**src/rtl/mtr_drv_pkg.sv**
```systemverilog
// mtr_drv_pkg -- shared types and constants for the three-phase motor gate driver.
//   sel_e      : per-phase drive select encoding
//   drive_t    : raw {high, low} gate request for one phase
//   raw_drive(): maps a select code and the PWM level onto a raw gate request
package mtr_drv_pkg;

  localparam int PWM_W       = 11;   // PWM counter / duty width (2048-clk period)
  localparam int DEAD_T      = 32;   // both-gates-off time after any raw change
  localparam int DT_W        = 5;    // holds DEAD_T-1
  localparam int BLANK_T     = 128;  // ignore over-current this long after a PWM rise
  localparam int BLANK_W     = 8;    // holds BLANK_T
  localparam int OVR_CNT_MAX = 32;   // over-current samples per period that trip shutdown
  localparam int OVR_W       = 6;    // holds OVR_CNT_MAX

  typedef enum logic [1:0] {
    HIGH_Z    = 2'b00,
    REV_CURR  = 2'b01,
    FRWD_CURR = 2'b10,
    BRAKING   = 2'b11
  } sel_e;

  typedef struct packed {
    logic high;
    logic low;
  } drive_t;

  // Braking shorts the winding through the low FET only while PWM is high.
  function automatic drive_t raw_drive(input logic [1:0] sel, input logic pwm);
    drive_t d;
    case (sel_e'(sel))
      HIGH_Z:    begin d.high = 1'b0; d.low = 1'b0; end
      REV_CURR:  begin d.high = ~pwm; d.low = pwm;  end
      FRWD_CURR: begin d.high = pwm;  d.low = ~pwm; end
      BRAKING:   begin d.high = 1'b0; d.low = pwm;  end
      default:   begin d.high = 1'b0; d.low = 1'b0; end
    endcase
    return d;
  endfunction

endpackage

```
**src/rtl/mtr_drv_nonoverlap.sv**
```systemverilog
// nonoverlap -- deadtime insertion for one half-bridge.
//   clk, rst_n          : clock, asynchronous active-low reset
//   high_in, low_in     : raw gate requests
//   force_off           : drive both gates low regardless of the raw request
//   high_out, low_out   : registered gate drives, never both 1
// Any change on the raw pair holds both gates low for DEAD_T clks; a change
// while the hold is running restarts it.
module nonoverlap
  import mtr_drv_pkg::*;
(
  input  logic clk,
  input  logic rst_n,
  input  logic high_in,
  input  logic low_in,
  input  logic force_off,
  output logic high_out,
  output logic low_out
);

  logic [1:0]      raw;
  logic            chg;
  logic [1:0]      raw_prev_q, raw_prev_d;
  logic [DT_W-1:0] dt_cnt_q, dt_cnt_d;
  logic            high_q, high_d;
  logic            low_q, low_d;

  // Detect raw changes, run the deadtime counter and gate the outputs.
  always_comb begin
    raw        = {high_in, low_in};
    chg        = (raw != raw_prev_q);
    raw_prev_d = raw;
    // Loaded with DEAD_T-1: the change cycle itself is the first blocked clk.
    if (chg) begin
      dt_cnt_d = DT_W'(DEAD_T - 1);
    end else if (dt_cnt_q != {DT_W{1'b0}}) begin
      dt_cnt_d = dt_cnt_q - DT_W'(1);
    end else begin
      dt_cnt_d = dt_cnt_q;
    end
    // Both outputs come from one raw sample, and raw never requests both.
    if (force_off || chg || (dt_cnt_q != {DT_W{1'b0}})) begin
      high_d = 1'b0;
      low_d  = 1'b0;
    end else begin
      high_d = raw[1];
      low_d  = raw[0];
    end
  end

  // Deadtime state and registered gate drives.
  always_ff @(posedge clk or negedge rst_n) begin
    if (!rst_n) begin
      raw_prev_q <= 2'b00;
      dt_cnt_q   <= {DT_W{1'b0}};
      high_q     <= 1'b0;
      low_q      <= 1'b0;
    end else begin
      raw_prev_q <= raw_prev_d;
      dt_cnt_q   <= dt_cnt_d;
      high_q     <= high_d;
      low_q      <= low_d;
    end
  end

  assign high_out = high_q;
  assign low_out  = low_q;

endmodule

```
**src/rtl/mtr_drv.sv**
```systemverilog
// mtr_drv -- PWM generator and three-phase FET gate driver with deadtime.
//   clk, rst_n               : 50 MHz clock, asynchronous active-low reset
//   duty[10:0]               : PWM duty, sampled once per period at cnt==0
//   selGrn/selYlw/selBlu     : per-phase drive select (see sel_e)
//   high*/low*               : registered FET gate drives
//   PWM_synch                : one-clk pulse while cnt==0x7FF (period end)
//   ovr_I, ovr_I_shtdwn      : over-current input / latched shutdown status,
//                              present only when OVR_I_SHTDWN_EN is defined
// Optional feature macro: OVR_I_SHTDWN_EN (over-current shutdown).
module mtr_drv
  import mtr_drv_pkg::*;
(
  input  logic             clk,
  input  logic             rst_n,
  input  logic [PWM_W-1:0] duty,
  input  logic [1:0]       selGrn,
  input  logic [1:0]       selYlw,
  input  logic [1:0]       selBlu,
`ifdef OVR_I_SHTDWN_EN
  input  logic             ovr_I,
  output logic             ovr_I_shtdwn,
`endif
  output logic             highGrn,
  output logic             lowGrn,
  output logic             highYlw,
  output logic             lowYlw,
  output logic             highBlu,
  output logic             lowBlu,
  output logic             PWM_synch
);

  localparam logic [PWM_W-1:0] CNT_ZERO    = {PWM_W{1'b0}};
  localparam logic [PWM_W-1:0] CNT_LAST_M1 = {{(PWM_W-1){1'b1}}, 1'b0};

  logic [PWM_W-1:0] cnt_q, cnt_d;
  logic [PWM_W-1:0] duty_q, duty_d, duty_eff;
  logic             pwm_sig_q, pwm_sig_d;
  logic             pwm_synch_q, pwm_synch_d;
  logic             force_off;
  drive_t           raw_grn, raw_ylw, raw_blu;

  // Counter, per-period duty capture and PWM / synch decode.
  always_comb begin
    cnt_d = cnt_q + PWM_W'(1);
    // The live duty is used in the capture cycle so the new value applies
    // to the whole period that starts there.
    if (cnt_q == CNT_ZERO) begin
      duty_eff = duty;
    end else begin
      duty_eff = duty_q;
    end
    duty_d      = duty_eff;
    pwm_sig_d   = (cnt_q < duty_eff);
    // Decoded one count early so the registered pulse lines up with 0x7FF.
    pwm_synch_d = (cnt_q == CNT_LAST_M1);
  end

  // PWM timebase registers.
  always_ff @(posedge clk or negedge rst_n) begin
    if (!rst_n) begin
      cnt_q       <= CNT_ZERO;
      duty_q      <= CNT_ZERO;
      pwm_sig_q   <= 1'b0;
      pwm_synch_q <= 1'b0;
    end else begin
      cnt_q       <= cnt_d;
      duty_q      <= duty_d;
      pwm_sig_q   <= pwm_sig_d;
      pwm_synch_q <= pwm_synch_d;
    end
  end

  assign PWM_synch = pwm_synch_q;

`ifdef OVR_I_SHTDWN_EN
  logic [BLANK_W-1:0] blank_q, blank_d;
  logic [OVR_W-1:0]   ovr_cnt_q, ovr_cnt_d;
  logic               shtdwn_q, shtdwn_d;

  // Blanking timer after each PWM rise and per-period over-current count.
  always_comb begin
    if (!pwm_sig_q) begin
      blank_d = {BLANK_W{1'b0}};
    end else if (blank_q < BLANK_W'(BLANK_T)) begin
      blank_d = blank_q + BLANK_W'(1);
    end else begin
      blank_d = blank_q;
    end
    if (cnt_q == CNT_ZERO) begin
      ovr_cnt_d = {OVR_W{1'b0}};
    end else if (ovr_I && pwm_sig_q && (blank_q == BLANK_W'(BLANK_T)) &&
                 (ovr_cnt_q < OVR_W'(OVR_CNT_MAX))) begin
      ovr_cnt_d = ovr_cnt_q + OVR_W'(1);
    end else begin
      ovr_cnt_d = ovr_cnt_q;
    end
    // Sticky until rst_n.
    shtdwn_d = shtdwn_q | (ovr_cnt_d == OVR_W'(OVR_CNT_MAX));
  end

  // Over-current protection registers.
  always_ff @(posedge clk or negedge rst_n) begin
    if (!rst_n) begin
      blank_q   <= {BLANK_W{1'b0}};
      ovr_cnt_q <= {OVR_W{1'b0}};
      shtdwn_q  <= 1'b0;
    end else begin
      blank_q   <= blank_d;
      ovr_cnt_q <= ovr_cnt_d;
      shtdwn_q  <= shtdwn_d;
    end
  end

  // Using the next-state value drops the gates in the same clk the flag sets.
  assign force_off    = shtdwn_d;
  assign ovr_I_shtdwn = shtdwn_q;
`else
  assign force_off = 1'b0;
`endif

  assign raw_grn = raw_drive(selGrn, pwm_sig_q);
  assign raw_ylw = raw_drive(selYlw, pwm_sig_q);
  assign raw_blu = raw_drive(selBlu, pwm_sig_q);

  nonoverlap u_no_grn (
    .clk(clk), .rst_n(rst_n), .high_in(raw_grn.high), .low_in(raw_grn.low),
    .force_off(force_off), .high_out(highGrn), .low_out(lowGrn)
  );

  nonoverlap u_no_ylw (
    .clk(clk), .rst_n(rst_n), .high_in(raw_ylw.high), .low_in(raw_ylw.low),
    .force_off(force_off), .high_out(highYlw), .low_out(lowYlw)
  );

  nonoverlap u_no_blu (
    .clk(clk), .rst_n(rst_n), .high_in(raw_blu.high), .low_in(raw_blu.low),
    .force_off(force_off), .high_out(highBlu), .low_out(lowBlu)
  );

endmodule

```
**config.mk**
```make
export PLATFORM = sky130hd
export DESIGN_NAME = mtr_drv
export DESIGN_NICKNAME = d
export VERILOG_FILES = /design/src/rtl/mtr_drv_pkg.sv /design/src/rtl/mtr_drv_nonoverlap.sv /design/src/rtl/mtr_drv.sv
export SDC_FILE = /design/constraint.sdc
export NUM_CORES = 1
export LEC_CHECK = 0
export ABC_AREA = 1
export BUFFER_PORTS_ARGS = -buffer_cell sky130_fd_sc_hd__buf_2
export CORE_UTILIZATION = 50
export DETAILED_ROUTE_END_ITERATION = 10
export HOLD_SLACK_MARGIN = 0.08
export PLACE_DENSITY_LB_ADDON = 0.05
export SLEW_MARGIN = 5
export SYNTH_ARGS = -nofsm -noshare
export SYNTH_HDL_FRONTEND = slang
export SYNTH_HIERARCHICAL = 1
export SYNTH_SLANG_ARGS = --single-unit
```
**constraint.sdc**
```tcl
create_clock -name clk -period 2.9 [get_ports clk]
set_input_delay 0.29 -clock clk [delete_from_list [all_inputs] [get_ports clk]]
set_output_delay 0.29 -clock clk [all_outputs]
set_load 0.02 [all_outputs]
```
Yosys cells after proc, flatten, opt, wreduce, memory -nomap -nowiden. Cells that the tools add are included.

Order comparisons: 1. Add/sub/neg operators: 4. Muxes and demuxes: 16. Bitwise operators: 1. Eq/ne operators: 13. Reductions and logical operators: 13.

Operator list (count): $mux W5 (6); $pmux W2 S4 (3); $reduce_bool A5 Y1 (3); $sub A5 B1 Y5 const B (3); $eq A2 B2 Y1 const B (6); $add A11 B1 Y11 const B (1); $eq A11 B11 Y1 const B (1); $logic_not A11 Y1 (1); $lt A11 B11 Y1 (1); $mux W11 (1); $eq A2 B1 Y1 const B (3); $logic_not A2 Y1 (3); $mux W1 (6); $ne A2 B2 Y1 (3); $reduce_bool A2 Y1 (3); $logic_or A1 B1 Y1 (3); $not A1 Y1 (1).

Flip-flop bits (word level): 51. Logic and storage cells: 64.

Longest topological paths before layout. Gate-level depths: netlist of run 1.

Word-level depth: 5. Depth in mapped cells: 15. Gate-level depth less buffers: 15.

Cells and area by module. Netlist of run 1, hierarchy kept.

By module, submodules not included: mtr_drv (sequential area each 600.6 um2, cells each 168, instances 1, area each 1407.6 um2); nonoverlap (sequential area each 225.2 um2, cells each 50, instances 3, area each 431.7 um2).

Worst setup path before layout of run 1. Ideal clock, no wire load.

Kind: register -> register. Start point: register cnt_q[0]. End point: register pwm_sig_q. Arrival: 2.105 ns. Stages on the path, launching flop included: 16. Data required time: 2.827 ns. Library setup time: 0.073 ns. Path buffers: 0. Setup slack: 0.722 ns. Cells stage by stage: dfrtp_1 -> inv_1 -> ha_1 -> inv_1 -> nor2_1 -> nand3_2 -> nor2_4 -> nor2_2 -> nor2_2 -> inv_2 -> ha_1 -> a21oi_1 -> nor2_1 -> a211oi_1 -> o21ai_0 -> a21oi_2.

Word-level cells in the longest chain between the ends: 3.

RTL lines: start, declared (line mtr_drv.sv:35) `logic [PWM_W-1:0] cnt_q, cnt_d;`; start signal, assigned (line mtr_drv.sv:66) `cnt_q <= cnt_d;`; $logic_not A11 Y1 (line mtr_drv.sv:47) `if (cnt_q == CNT_ZERO) begin`; $mux W11 (line mtr_drv.sv:47); via duty_d[8] (line mtr_drv.sv:36) `logic [PWM_W-1:0] duty_q, duty_d, duty_eff;`; $lt A11 B11 Y1 (line mtr_drv.sv:53) `pwm_sig_d = (cnt_q < duty_eff);`; via pwm_sig_d (line mtr_drv.sv:37) `logic pwm_sig_q, pwm_sig_d;`; end signal, assigned (line mtr_drv.sv:68) `pwm_sig_q <= pwm_sig_d;`; end, declared (line mtr_drv.sv:37).

The timed path passes the listed nets, and every way through them passes these cells. A chain may end at the register's enable or synchronous reset.

Final worst setup path of run 1. Ends and elaborated chain as after synthesis.

==> results of run 1 <==
critical path, cell delays in order (launching register included):
cell and delay [ps]:
dfrtp_1 420, inv_1 140, ha_1 180, inv_1 40, nor2_1 100, nand3_2 110, nor2_4 250, nor2_2 60
nor2_2 130, inv_2 40, ha_1 280, a21oi_1 160, nor2_1 60, a211oi_1 200, o21ai_0 150, a21oi_2 120
Yosys cell counts:
library cell	n	area [um^2]
a211oi_1	1	7.51
a21oi_1	4	20.0
a21oi_2	1	8.76
and2_1	1	6.26
conb_1	1	3.75
dfrtp_1	51	1280
ha_1	16	200
inv_1	37	139
inv_2	12	45.0
nand2_1	88	330
nand2_2	1	6.26
nand3_1	19	95.1
nand3_2	2	20.0
nand3_4	3	52.6
nand4_1	7	43.8
nor2_1	26	97.6
nor2_2	14	87.6
nor2_4	7	78.8
nor3_1	5	25.0
nor3_2	1	10.0
nor4_1	1	6.26
o21a_1	1	7.51
o21ai_0	6	30.0
o21ai_1	3	15.0
o21bai_2	1	11.3
xnor2_1	2	17.5
xor2_1	7	61.3
worst min path at each step:
stage               cells after the start     start  slack [ps]                    to
CTS                                     3  duty[10]         230            duty_q[10]
global placement                        1     rst_n         310  u_no_blu/dt_cnt_q[1]
global route                            3   duty[7]         230             duty_q[7]
detailed placement                      1     rst_n         310  u_no_blu/dt_cnt_q[2]
floorplan                               0     rst_n          -6             PWM_synch
finish                                  3  duty[10]         240            duty_q[10]
state kept, by name, indices dropped and copies added (netlist names):
register,flops
cnt_q,11
duty_q,11
u_no_blu/dt_cnt_q,5
u_no_grn/dt_cnt_q,5
u_no_ylw/dt_cnt_q,5
u_no_blu/raw_prev_q,2
u_no_grn/raw_prev_q,2
u_no_ylw/raw_prev_q,2
PWM_synch,1
pwm_sig_q,1
u_no_blu/high_out,1
u_no_blu/low_out,1
u_no_grn/high_out,1
u_no_grn/low_out,1
u_no_ylw/high_out,1
u_no_ylw/low_out,1
cell type report:
class	instances	area, um^2	share of cell area (%)
Sequential cell	51	1280	42.4
Multi-Input combinational cell	220	1250	41.5
Inverter	49	184	6.10
Timing Repair Buffer	27	143	4.73
Tap cell	70	87.6	2.91
Clock buffer	6	72.6	2.41
cells in the final DEF (no fill, tap or decap), types with 2 or more instances in the layout:
| master | count |
|---|---|
| nand3_1 | 19 |
| nor2_1 | 26 |
| nand4_1 | 7 |
| buf_2 | 25 |
| nand2_1 | 88 |
| xnor2_1 | 2 |
| xor2_1 | 7 |
| conb_1 | 3 |
| inv_2 | 12 |
| nand3_2 | 2 |
| nor2_4 | 7 |
| dfrtp_1 | 51 |
| o21ai_0 | 6 |
| nand3_4 | 3 |
| ha_1 | 16 |
| nor3_1 | 5 |
| a21oi_1 | 4 |
| o21ai_1 | 3 |
| clkbuf_8 | 5 |
| inv_1 | 37 |
| nor2_2 | 14 |
metrics by stage:
stage / instances / hold WS, ps / util [%]
floorplan: 320 / -5.59 / -
detailed placement: 416 / 313 / 56.7
global route: 423 / 233 / 58.2
global placement: 416 / 307 / 56.7
CTS: 423 / 228 / 58.2
finish: 423 / 240 / 58.2
routing by layer:
layer  vias up  wire, um  track usage, %
met2        22      2180            29.8
met1       897      2280            25.0
met5         -         0               0
met4         0        41            4.94
met3         5       136            3.97
li1       1056         -               -
power groups by stage:
stage | Clock [mW] | Combinational, mW | Sequential [mW]
floorplan | 0 | 0.0816 | 0.758
global placement | 0 | 0.123 | 0.761
detailed placement | 0 | 0.126 | 0.761
CTS | 0.389 | 0.127 | 0.747
global route | 0.413 | 0.146 | 0.750
finish | 0.371 | 0.124 | 0.747
cells by family (layout without fill, tap and decap cells):
| family | Yosys count | after routing | synth area share [%] |
|---|---|---|---|
| and+or+nand+nor | 175 | 175 | 31.8 |
| DFF | 51 | 51 | 47.2 |
| buffers and inverters | 49 | 82 | 6.81 |
| AOI/OAI and AO/OA | 17 | 17 | 3.70 |
| adders and majority gates | 16 | 16 | 7.41 |
| xor gates and xnor gates | 9 | 9 | 2.92 |
| other | 1 | 3 | 0.139 |
==> flow_summary.ini, run 1 <==
[pwr]
irDropWorstVdd_uv = 255
p_comb_share_pct = 10.0
p_clk_share_pct = 29.9
power_frac_seq_pct = 60.1
p_int_mw = 0.941
p_per_area_nw_per_um2 = 412
total_power_mw = 1.24
leakage_nw = 1.55
p_sw_share_pct = 24.3
p_switching_mw = 0.302

[timing]
fin_skew_ps = 3.69
rsz0062_at_grt = false
fin_ws_ps = 411
finalSetupTns_ps = 0
clock.fmax_ghz = 0.402
tightest_slew_ps = 542
final_hold_viol_count = 0
fin_crit_ps = 2490
setup_viol = 0
finalCritPeriodShare_pct = 85.8
relSlewSlack_pct = 63.9
drv_slew = 0

[cells_and_area]
synthToLayoutAreaGrowth_pct = 11.5
postLayoutCellArea_um2 = 3010
finalNetCount = 389
n_antenna_cell = 0
drive_gt1_share_pct = 20.7
final.fill_count = 461

[job]
drv_cap = 0

[setup_path]
reg2regPathDepth = 15
worstPathRequired_ps = 3120
r2r-start = cnt_q[0]
cp-startpoint = cnt_q[0]
cp-end-kind = register
critPathCapture = pwm_sig_q
rrSetupSlack_ps = 410
path_class = register to register
startpoint_type = register
cp_max_fo = 10
crit_arrival_ps = 2710
timing.rr.end = pwm_sig_q

[run_status]
status = completed

[grt]
grt.overflow.total = 0
grt_max_degree = 29
grt_pass1_wl_mm = 7.91
antenna_found_initial = 0
first_global_vias = 1835
grt_usage_pct = 18.3

[clock_tree]
cts_made_buffers = 5
clk_latency_ps = 290
path_clk_slew_ps = 80
cts_hold_buf = 1
cts-htree-levels = 2
cts_root_buffer = clkbuf_8
clock_sinks = 51
cts_tree = yes
cts.path.max_buffers = 2
cts_resized = 0
post_cts_buffers = 0

[detailed_routing]
wl_mm = 4.64
drt-wirelength-per-cell_um = 11.0
final_antenna_net_count = 0
avgViaCountPerCell = 4.68
drc = 0
drt_first_pass_iters = 4
drtIter0Drc = 46
num_vias = 1980

[die]
die-area_um2 = 5700
coreArea_um2 = 5170
die-width_um = 75.5
start_util_pct = 52.2
rows = 26
die_h_um = 75.5
io_pins = 26

[worst_hold_path]
min-delay-path-class = primary input to register

[synth]
synth_warnings = 6
ys_types = 27
ys_ff_latch = 51
synthCells = 318
syn_avg_cell_area_um2 = 8.50
syn_area_um2 = 2700
ys_seq_area_share_pct = 47.2

[placed_design]
place_area_um2 = 2930
hpwl_mm = 3.53
pre_cts_slack_ps = 447
finalWeightedCongestion = 0.795
portBuffers = 25
Power figures use the tool's default switching activity.
==> inputs of run 2 (changes only) <==
BUFFER_PORTS_ARGS = -buffer_cell sky130_fd_sc_hd__buf_4   (was -buffer_cell sky130_fd_sc_hd__buf_2)
==> run 2 against run 1 <==
  * First-iteration DRC count up 35%
  * Routed wire length up 1.4%
  * Count of clock-buffer cells in the layout unchanged
  * Non-clock buffer count down 1
  * Final cell count up 0.24%
  * Via count up 0.96%
  * Sequential power about the same
  * Flip-flop and latch count unchanged
  * Fmax up 1.0%
  * Register-to-register slack better by 30 ps
  * Sequential share of layout area down 1.4 points
  * Highest routed layer unchanged
==> flow_summary.ini, run 2 (synthesis gave the netlist of run 1 again) <==
[run_status]
status = completed

[job]
drv_cap = 0

[placed_design]
hpwl_mm = 3.56
portBuffers = 25
placedCellCount = 415
place_area_um2 = 2990
finalWeightedCongestion = 0.768
pre_cts_slack_ps = 430

[cells_and_area]
final.fill_count = 465
synthToLayoutAreaGrowth_pct = 15.2
seqCellArea_um2 = 1280
n_antenna_cell = 0
utilization_pct = 60.2
finalNetCount = 388
mostFrequentLayoutCells = nand2_1 (88), dfrtp_1 (51), inv_1 (37)
postLayoutCellArea_um2 = 3110
drive_gt1_share_pct = 21.2
mostFrequentLayoutCell = nand2_1
reg_top3 = cnt_q (11), duty_q (11)
multi_input_area_um2 = 1250
final_cell_count_no_fill = 424

[die]
die_h_um = 75.5
coreArea_um2 = 5170
rows = 26
die-area_um2 = 5700
io_pins = 26
start_util_pct = 52.2
die-width_um = 75.5

[timing]
clock.fmax_ghz = 0.406
finalCritPeriodShare_pct = 84.9
finalSetupTns_ps = 0
relSlewSlack_pct = 58.4
final_hold_viol_count = 0
setup_viol = 0
drv_slew = 0
fin_skew_ps = 7.96
fin_ws_ps = 437
tightest_slew_ps = 624
rsz0062_at_grt = false
fin_crit_ps = 2460

[detailed_routing]
drtIter0Drc = 62
avgViaCountPerCell = 4.71
topRoutingLayerUsed = met4
drc = 0
num_vias = 1999
drt_first_pass_iters = 4
final_antenna_net_count = 0
met3WireLength_um = 144
drt-wirelength-per-cell_um = 11.1
drt-met1-wl_mm = 2.24
wl_met2_mm = 2.26
wl_mm = 4.71

[pwr]
p_int_mw = 1.06
p_comb_share_pct = 9.4
leakage_nw = 1.58
power_frac_seq_pct = 54.0
irDropWorstVdd_uv = 297
p_sw_share_pct = 23.1
p_per_area_nw_per_um2 = 445
p_clk_share_pct = 36.6
p_switching_mw = 0.320

[clock_tree]
clock_sinks = 51
cts.path.max_buffers = 2
post_cts_buffers = 0
cts-htree-levels = 2
cts_tree = yes
clk_latency_ps = 300
cts_root_buffer = clkbuf_8
cts_made_buffers = 5
path_clk_slew_ps = 90

[grt]
grt.overflow.total = 0
grt_max_degree = 52
grt_usage_pct = 19.0
antenna_found_initial = 0
first_global_vias = 1788
grt_pass1_wl_mm = 7.99

[setup_path]
path_class = register to register
cp-end-kind = register
max_stage_delay_ps = 430
path_cells = inv_1, ha_1, inv_1, nor2_1, nand3_2, nor2_4, nor2_2, nor2_2, inv_2, ha_1, a21oi_1, nor2_1, a211oi_1, o21ai_0, a21oi_2
cp_max_fo = 10
crit_arrival_ps = 2700
slowest_stage = dfrtp_1
rrSetupSlack_ps = 440
path_buf_inv = 3
worstPathRequired_ps = 3140
cp_top_family = simple AND/OR/NAND/NOR gates
startpoint_type = register

[worst_hold_path]
min-delay-path-class = primary input to register
## run 2: cell count changes in the layout (fill, tap and decap cells not counted)
cell	delta
bufinv_16	+1
clkbuf_1	-1
buf_2	-25
buf_4	+24
clkinv_2	+1
clkbuf_8	+1
## run 2: repair_timing
item                      CTS  global route
hold buffers                1             0
hold endpoints to repair   51             0
resized for setup           0             0
## run 2: power by group through the flow
stage / Clock [mW] / Combinational, mW / Sequential, mW
final: 0.507 / 0.130 / 0.748
after global routing: 0.547 / 0.153 / 0.750
after CTS: 0.524 / 0.134 / 0.747
after floorplan: 0 / 0.0816 / 0.758
after global placement: 0 / 0.129 / 0.761
after detailed placement: 0 / 0.132 / 0.761
## run 2: area by class of cell
type	count	area share [%]
Clock buffer	6	2.65
Inverter	49	5.91
Tap cell	70	2.81
Timing Repair Buffer	26	6.35
Clock inverter	2	1.13
Sequential cell	51	41.0
Multi-Input combinational cell	220	40.2
## run 2: tightest hold or removal path, stage by stage
cell	delay, ps
buf_4	70
nand2_1	40
nand2_1	80
## run 2: worst paths after layout
path,from,endpoint,depth (start not counted)
worst min register to register,duty_q[9],duty_q[9],2
max in group asynchronous,rst_n,u_no_grn/dt_cnt_q[4],2
min in group asynchronous,rst_n,u_no_blu/dt_cnt_q[0],2
worst min-delay path,duty[1],duty_q[1],3
worst max register to register,cnt_q[0],pwm_sig_q,15
worst max-delay path,cnt_q[0],pwm_sig_q,15
## run 2: per-layer routing
layer	global-route usage [%]	up-vias
li1	-	1060
met1	24.4	902
met2	32.1	32
met3	3.97	5
met4	5.97	0
met5	0	-
## run 2: through the flow
step / hold WS, ps / power (mW)
global placement: 370 / 0.890
floorplan: -5.59 / 0.840
CTS: 220 / 1.41
detailed placement: 362 / 0.893
finish: 227 / 1.38
global route: 237 / 1.45
